--- config.mk ---
export PLATFORM = sky130hd
export DESIGN_NAME = operand_accumulator
export DESIGN_NICKNAME = d
export VERILOG_FILES = /design/src/rtl/operand_accumulator.sv
export SDC_FILE = /design/constraint.sdc
export NUM_CORES = 1
export LEC_CHECK = 0
export BUFFER_PORTS_ARGS = -buffer_cell sky130_fd_sc_hd__buf_2
export CAP_MARGIN = 25
export CORE_MARGIN = 2
export CORE_UTILIZATION = 54
export CTS_BUF_LIST = sky130_fd_sc_hd__clkbuf_8
export DETAILED_ROUTE_END_ITERATION = 6
export GPL_TIMING_DRIVEN = 1
export PLACE_DENSITY_LB_ADDON = 0.1
export SLEW_MARGIN = 20
export SYNTH_ARGS = -nofsm -noshare
export SYNTH_HDL_FRONTEND = slang
export SYNTH_SLANG_ARGS = --single-unit
--- constraint.sdc ---
create_clock -name clk -period 17.3 [get_ports clk]
set_input_delay 1.73 -clock clk [delete_from_list [all_inputs] [get_ports clk]]
set_output_delay 1.73 -clock clk [all_outputs]
set_load 0.01 [all_outputs]
--- src/rtl/operand_accumulator.sv ---
// rtl/operand_accumulator.sv - length-prefixed burst accumulator around a ripple-carry adder
// Folds a burst of unsigned operands into a running sum and reports it with a sticky overflow flag.

module adder #(
  parameter int C_WIDTH = 32
) (
  input  logic [C_WIDTH-1:0] a,
  input  logic [C_WIDTH-1:0] b,
  output logic [C_WIDTH:0]   sum
);

  logic [C_WIDTH:0] carry;

  assign carry[0] = 1'b0;

  for (genvar i = 0; i < C_WIDTH; i++) begin : g_bit
    assign sum[i]     = a[i] ^ b[i] ^ carry[i];
    assign carry[i+1] = (a[i] & b[i]) | (carry[i] & (a[i] ^ b[i]));
  end

  assign sum[C_WIDTH] = carry[C_WIDTH];

endmodule

module operand_accumulator #(
  parameter int C_WIDTH     = 32,
  parameter int C_ACC_WIDTH = 40,
  parameter int C_LEN_WIDTH = 8
) (
  input  logic                   clk,
  input  logic                   rst_n,
  input  logic                   start,
  input  logic [C_LEN_WIDTH-1:0] len,
  input  logic                   in_valid,
  output logic                   in_ready,
  input  logic [C_WIDTH-1:0]     in_data,
  output logic                   out_valid,
  input  logic                   out_ready,
  output logic [C_ACC_WIDTH-1:0] out_sum,
  output logic                   out_overflow,
  output logic                   busy
);

  typedef enum logic [1:0] {
    IDLE  = 2'd0,
    ACCUM = 2'd1,
    DONE  = 2'd2
  } state_t;

  state_t                 state, state_nxt;
  logic [C_ACC_WIDTH-1:0] acc, acc_nxt;
  logic                   ovf, ovf_nxt;
  logic [C_LEN_WIDTH-1:0] remaining, remaining_nxt;

  logic [C_ACC_WIDTH-1:0] operand_ext;
  logic [C_ACC_WIDTH:0]   sum;

  assign operand_ext = {{(C_ACC_WIDTH-C_WIDTH){1'b0}}, in_data};

  adder #(
    .C_WIDTH (C_ACC_WIDTH)
  ) u_adder (
    .a   (acc),
    .b   (operand_ext),
    .sum (sum)
  );

  always_ff @(posedge clk or negedge rst_n) begin
    if (!rst_n) begin
      state     <= IDLE;
      acc       <= '0;
      ovf       <= 1'b0;
      remaining <= '0;
    end else begin
      state     <= state_nxt;
      acc       <= acc_nxt;
      ovf       <= ovf_nxt;
      remaining <= remaining_nxt;
    end
  end

  // Handshake outputs decode from state only, so in_valid/out_ready never loop back combinationally.
  always_comb begin
    state_nxt     = state;
    acc_nxt       = acc;
    ovf_nxt       = ovf;
    remaining_nxt = remaining;
    in_ready      = 1'b0;
    out_valid     = 1'b0;
    busy          = 1'b0;

    case (state)
      IDLE: begin
        if (start) begin
          acc_nxt       = '0;
          ovf_nxt       = 1'b0;
          remaining_nxt = len;
          state_nxt     = (len == '0) ? DONE : ACCUM;
        end
      end
      ACCUM: begin
        in_ready = 1'b1;
        busy     = 1'b1;
        if (in_valid) begin
          acc_nxt       = sum[C_ACC_WIDTH-1:0];
          ovf_nxt       = ovf | sum[C_ACC_WIDTH];
          remaining_nxt = remaining - 1'b1;
          if (remaining == {{(C_LEN_WIDTH-1){1'b0}}, 1'b1}) begin
            state_nxt = DONE;
          end
        end
      end
      DONE: begin
        out_valid = 1'b1;
        busy      = 1'b1;
        if (out_ready) begin
          state_nxt = IDLE;
        end
      end
      default: begin
        state_nxt = IDLE;
      end
    endcase
  end

  assign out_sum      = acc;
  assign out_overflow = ovf;

endmodule

==> flow_summary.json, run 1 <==
{
  "setup.worst_path.start": "in_data[0]",
  "io_pins": 89,
  "die_width_um": 79.6,
  "syn_area_per_cell_um2": 11.0,
  "io_buffers": 88,
  "rr_worst_depth": 43,
  "post_cts_resize_count": 0,
  "htree_num_levels": 2,
  "cts_max_path_buffers": 2,
  "grt_setup_unrepaired": "no",
  "start_util_pct": 56.0,
  "cp.arrival_ns": 15.33,
  "drv_cap": 0,
  "gp_congestion": 0.788,
  "layout_common_cells": "buf_2 (88), inv_1 (69), dfrtp_1 (51)",
  "synth_top_area_share_pct": 41.4,
  "cts_hold_buf": 0,
  "hold_viol_final": 0,
  "grt_pass1_wl_mm": 10.7,
  "grt_pass1_vias": 2329,
  "cp_max_fo": 1,
  "drt_wl_total_mm": 6.11,
  "die_area_um2": 6330,
  "synth-edff-count": 0,
  "hold_path.class": "reg -> reg",
  "finClkSkew_ns": 0.00453,
  "power_mw": 0.589,
  "drtIter0Drc": 101,
  "clk_pin_slew_ns": 0.09,
  "yosysWarnings": 0,
  "layout_commonest_cell": "buf_2",
  "fin_util_pct": 67.4,
  "register_area_um2": 1280,
  "crit_path_start_kind": "input pin",
  "synthTopCellsByArea": "dfrtp_1 (41%), fa_1 (20%), inv_1 (8.4%)",
  "dpl_cell_area_um2": 3600,
  "crit_path_top_delay_cell": "fa_1",
  "ys_seq_elements": 51,
  "met2_usage_pct": 36.0,
  "run_status": "completed",
  "fillers": 454,
  "finalMaxSlewViolations": 0,
  "r2r_end": "out_sum[39]",
  "crit_top_cell": "fa_1",
  "yosysSeqAreaShare_pct": 41.4,
  "cp-end-kind": "register",
  "fin_nets": 457,
  "routedWlPerCell_um": 13.9,
  "required_ns": 17.50,
  "yosys.area.top_type": "dfrtp_1",
  "slew_headroom_pct": 45.6,
  "finalSetupViolCount": 0,
  "fp-row-count": 27,
  "syn_nets": 371,
  "fin_area_um2": 3710,
  "antenna_cells": 0,
  "holdCritStartpoint": "out_sum[38]",
  "hold_depth": 1,
  "cts_tree": "built",
  "grt_use_total_pct": 21.9,
  "period_share_pct": 87.5,
  "postRouteAntennaNets": 0,
  "grt_util_met1_pct": 29.6,
  "drive_above_1_share_pct": 28.5,
  "post-cts-setup-buffers": 0,
  "synth_cell_types": 34,
  "power_leakage_nw": 1.94,
  "grt_max_degree": 52,
  "vias": 2259,
  "drc": 0,
  "power_density_nw_per_um2": 159,
  "post_drt_via_cell_ratio": 5.13,
  "rr_startpoint": "out_sum[0]",
  "tns_ns": 0,
  "grt_most_used_layer": "met2",
  "die_h_um": 79.6,
  "multi_input_area_um2": 1480,
  "grt_util_met3_pct": 4.98,
  "coreArea_um2": 5510,
  "cts_root_buf": "clkbuf_8",
  "clk_latency_ns": 0.30,
  "cts_made_buffers": 5,
  "cts.sinks": 51,
  "worst-slew-pin-transition_ns": 0.813,
  "ff2ff_setup_slack_ns": 3.26,
  "synth_flop_cell": "dfrtp_1",
  "worstHoldEndpoint": "out_sum[38]",
  "synthArstFlopShare_pct": 100,
  "vdd_drop_max_uv": 80.5,
  "hpwl_mm": 4.65,
  "syn-instance-count": 281,
  "path_class": "in -> reg",
  "syn_to_final_growth_pct": 20.4,
  "synth_area_um2": 3080,
  "antenna_found_initial": 0,
  "grt.overflow.total": 0,
  "fmax_mhz": 66.1,
  "critPathMaxStageDelay_ns": 0.41,
  "first_pass_iters": 4,
  "min_period_ns": 15.13
}
## worst max-delay path by stage
stage and to:
2_1_floorplan out_sum[39], 3_3_place_gp out_sum[39], 3_5_place_dp out_sum[39], 4_1_cts out_sum[39]
5_1_grt out_sum[39], 6_report out_sum[39]
## sequential cells by signal, summed over array words and instances, names as in the netlist
| signal | flops |
|---|---|
| remaining | 8 |
| state | 2 |
| out_sum | 40 |
| out_overflow | 1 |
## cell usage after synthesis (all sizes together), types with 3 or more instances
cell type and n:
inv 69, and3 3, buf 9, fa 31, nor3 4, a21oi 4, a22o 10, dfrtp 51
clkbuf 3, o21ai 5, mux2i 4, ha 14, nand2b 5, nand3 5, nor2 6, o22ai 34
nand2 7
## per-layer routing
layer  part of all wire [%]  up-vias
met5                      0        -
met4                    1.1        0
met3                    4.9        6
met2                     50       54
met1                     44     1099
li1                       -     1100
## power by group
| part | switching (mW) | internal (mW) | total [mW] | leakage (nW) |
|---|---|---|---|---|
| Sequential | 0.0289 | 0.162 | 0.191 | 0.672 |
| Clock | 0.0394 | 0.0468 | 0.0862 | 0.0612 |
| Combinational | 0.179 | 0.132 | 0.312 | 1.20 |
| Total | 0.248 | 0.341 | 0.589 | 1.94 |
## through the flow
stage | setup slack [ns] | hold slack (ns) | std cells
floorplan | 2.40 | 0.497 | 281
global placement | 1.99 | 0.509 | 430
detailed placement | 1.80 | 0.514 | 432
CTS | 2.11 | 0.537 | 440
global route | 1.61 | 0.558 | 440
finish | 2.17 | 0.536 | 440
## final cells by class
cell class,count,share of cell area (%)
tap,72,2.43
clock buffer,6,2.22
multi-input combinational,149,39.9
clock inverter,2,0.943
timing repair buffer,91,13.2
inverter,69,6.97
sequential,51,34.4
## worst max-delay path, delay by kind of cell
kind / cells / cell delay, ns
buf+inv: 3 / 0.20
fa+ha+maj: 40 / 13.22
compound gates: 1 / 0.20
## logic make-up after synthesis
| logic type | synth area share, % |
|---|---|
| buf+inv | 10.6 |
| compound gates | 14.1 |
| flops | 41.4 |
| fa+ha+maj | 25.8 |
| simple gates | 6.82 |
| mux | 1.30 |
No activity file was read; power rests on OpenSTA's default activity.
==> inputs of run 2 (changes only) <==
- clock period: 17.3 -> 16.5 ns (I/O delays scaled with it)
==> run 2 against run 1 <==
Hold slack lost 0.00083 ns. Global-route usage is 0.94 points lower. Sequential share of layout area rose by 0.70 points. Cell area fell by 2.0%. Combinational power barely moved. Via count rose by 1.2%. Sequential cell count did not move. Die area unchanged. Routed wire length shrank 1.7%. Setup slack worse by 0.84 ns. Clock power down 21%. Register-to-register slack worse by 0.91 ns.
==> flow_summary.json, run 2 (synthesis gave the netlist of run 1 again) <==
{
  "power_leakage_nw": 1.90,
  "worst-slew-pin-transition_ns": 0.828,
  "cts_hold_buf": 0,
  "period_share_pct": 92.0,
  "critPathMaxStageDelay_ns": 0.42,
  "cp-end-kind": "register",
  "vdd_drop_max_uv": 79.2,
  "die_h_um": 79.6,
  "stdcell_count": 438,
  "multi_input_area_um2": 1490,
  "htree_num_levels": 2,
  "cp.arrival_ns": 15.36,
  "antenna_cells": 0,
  "drc": 0,
  "finalSetupViolCount": 0,
  "postRouteAntennaNets": 0,
  "power_frac_seq_pct": 34.4,
  "hold_viol_final": 0,
  "layout_commonest_cell": "buf_2",
  "grt_pass1_wl_mm": 10.3,
  "start_util_pct": 56.0,
  "post_cts_resize_count": 0,
  "finalMaxSlewViolations": 0,
  "grt_setup_unrepaired": "no",
  "gp_congestion": 0.795,
  "first_pass_iters": 4,
  "placedCellCount": 430,
  "comb_power_share_pct": 53.8,
  "drive_above_1_share_pct": 28.1,
  "p_switching_mw": 0.253,
  "drt_wl_total_mm": 6.00,
  "power_density_nw_per_um2": 159,
  "fillers": 443,
  "finClkSkew_ns": 0.00843,
  "swShare_pct": 43.7,
  "antenna_found_initial": 0,
  "vias": 2285,
  "slew_headroom_pct": 44.7,
  "post-cts-setup-buffers": 0,
  "die_width_um": 79.6,
  "p_int_mw": 0.326,
  "layout_common_cells": "buf_2 (88), inv_1 (71), dfrtp_1 (51)",
  "post_drt_via_cell_ratio": 5.22,
  "grt_use_total_pct": 20.9,
  "coreArea_um2": 5510,
  "drtIter0Drc": 79,
  "run_status": "completed",
  "fin_nets": 455,
  "min_period_ns": 15.17,
  "cts_max_path_buffers": 2,
  "crit_path_top_delay_cell": "fa_1",
  "hold_path.class": "reg -> reg",
  "grt_pass1_vias": 2227,
  "cts_tree": "built",
  "critPathTopFamily": "adder cells",
  "clk_latency_ns": 0.30,
  "drv_cap": 0,
  "cts.sinks": 51,
  "cp_num_buf_inv": 3,
  "syn_to_final_growth_pct": 18.0,
  "cp_max_fo": 1,
  "tns_ns": 0,
  "hpwl_mm": 4.54,
  "die_area_um2": 6330,
  "path_class": "in -> reg",
  "largest_register_ffs": 40,
  "grt_max_degree": 52,
  "register_area_um2": 1280,
  "power.share.clock_pct": 11.8,
  "cts_root_buf": "clkbuf_8",
  "required_ns": 16.69,
  "routedWlPerCell_um": 13.7,
  "cts_made_buffers": 5,
  "crit_path_start_kind": "input pin",
  "io_pins": 89,
  "clk_pin_slew_ns": 0.08,
  "fmax_mhz": 65.9,
  "grt.overflow.total": 0,
  "crit_top_cell": "fa_1",
  "fp-row-count": 27,
  "io_buffers": 88
}
==> run 2: changes by cell type in the layout (fill, tap and decap cells not counted) <==
cell	change
buf_16	-1
clkbuf_8	-1
o211a_1	-1
nand3_1	-1
inv_1	+2
o211a_2	+1
buf_8	-1
nand3_2	+1
bufinv_16	-1
==> run 2: power by group through the flow <==
| stage | clock network [mW] | logic (mW) | registers, mW |
|---|---|---|---|
| after floorplan | 0 | 0.216 | 0.213 |
| after global placement | 0 | 0.304 | 0.201 |
| after detailed placement | 0 | 0.316 | 0.202 |
| after CTS | 0.0710 | 0.318 | 0.199 |
| after global routing | 0.0761 | 0.356 | 0.206 |
| final | 0.0681 | 0.312 | 0.199 |
==> run 2: worst register-to-register path, delay by kind of cell, from the launching register on <==
kind	cells	cell delay, ns
buf+inv	2	0.12
flops	1	0.39
compound gates	1	0.20
fa+ha+maj	40	13.33
==> run 2: per-stage QoR <==
step                area, µm²  hold slack (ns)  setup WS [ns]  utilization [%]  power (mW)
floorplan                3080            0.497           1.68                -       0.429
global placement         3550            0.509           1.17             64.5       0.504
detailed placement       3560            0.512          0.960             64.6       0.517
CTS                      3640            0.538           1.25             66.1       0.588
global route             3640            0.555          0.766             66.1       0.638
finish                   3640            0.535           1.33             66.1       0.579
==> run 2: final timing paths <==
check | startpoint | endpoint | slack, ns | cells past startpoint
max | in_data[0] | out_sum[39] | 1.33 | 44
min | out_sum[36] | out_sum[36] | 0.53 | 1
max reg2reg | out_sum[0] | out_sum[39] | 2.35 | 43
min reg2reg | out_sum[36] | out_sum[36] | 0.53 | 1
max in group asynchronous | rst_n | out_sum[34] | 14.60 | 2
min in group asynchronous | rst_n | out_sum[16] | 1.45 | 2
==> run 2: cell type report <==
cell class	count	area share [%]
multi-input cells	149	40.8
flip-flops and latches	51	35.1
repair buffers	89	12.3
inverters	69	7.12
well taps	72	2.48
clock buffers	5	1.89
clock inverters	3	0.344
==> run 2: metal layers <==
layer  track usage, %  up-vias  share of wire, %
met3             4.98        8               6.4
met2             33.8       71                50
met5                0        -                 0
li1                 -     1096                 -
met4             5.52        0               1.0
met1             28.6     1110                43
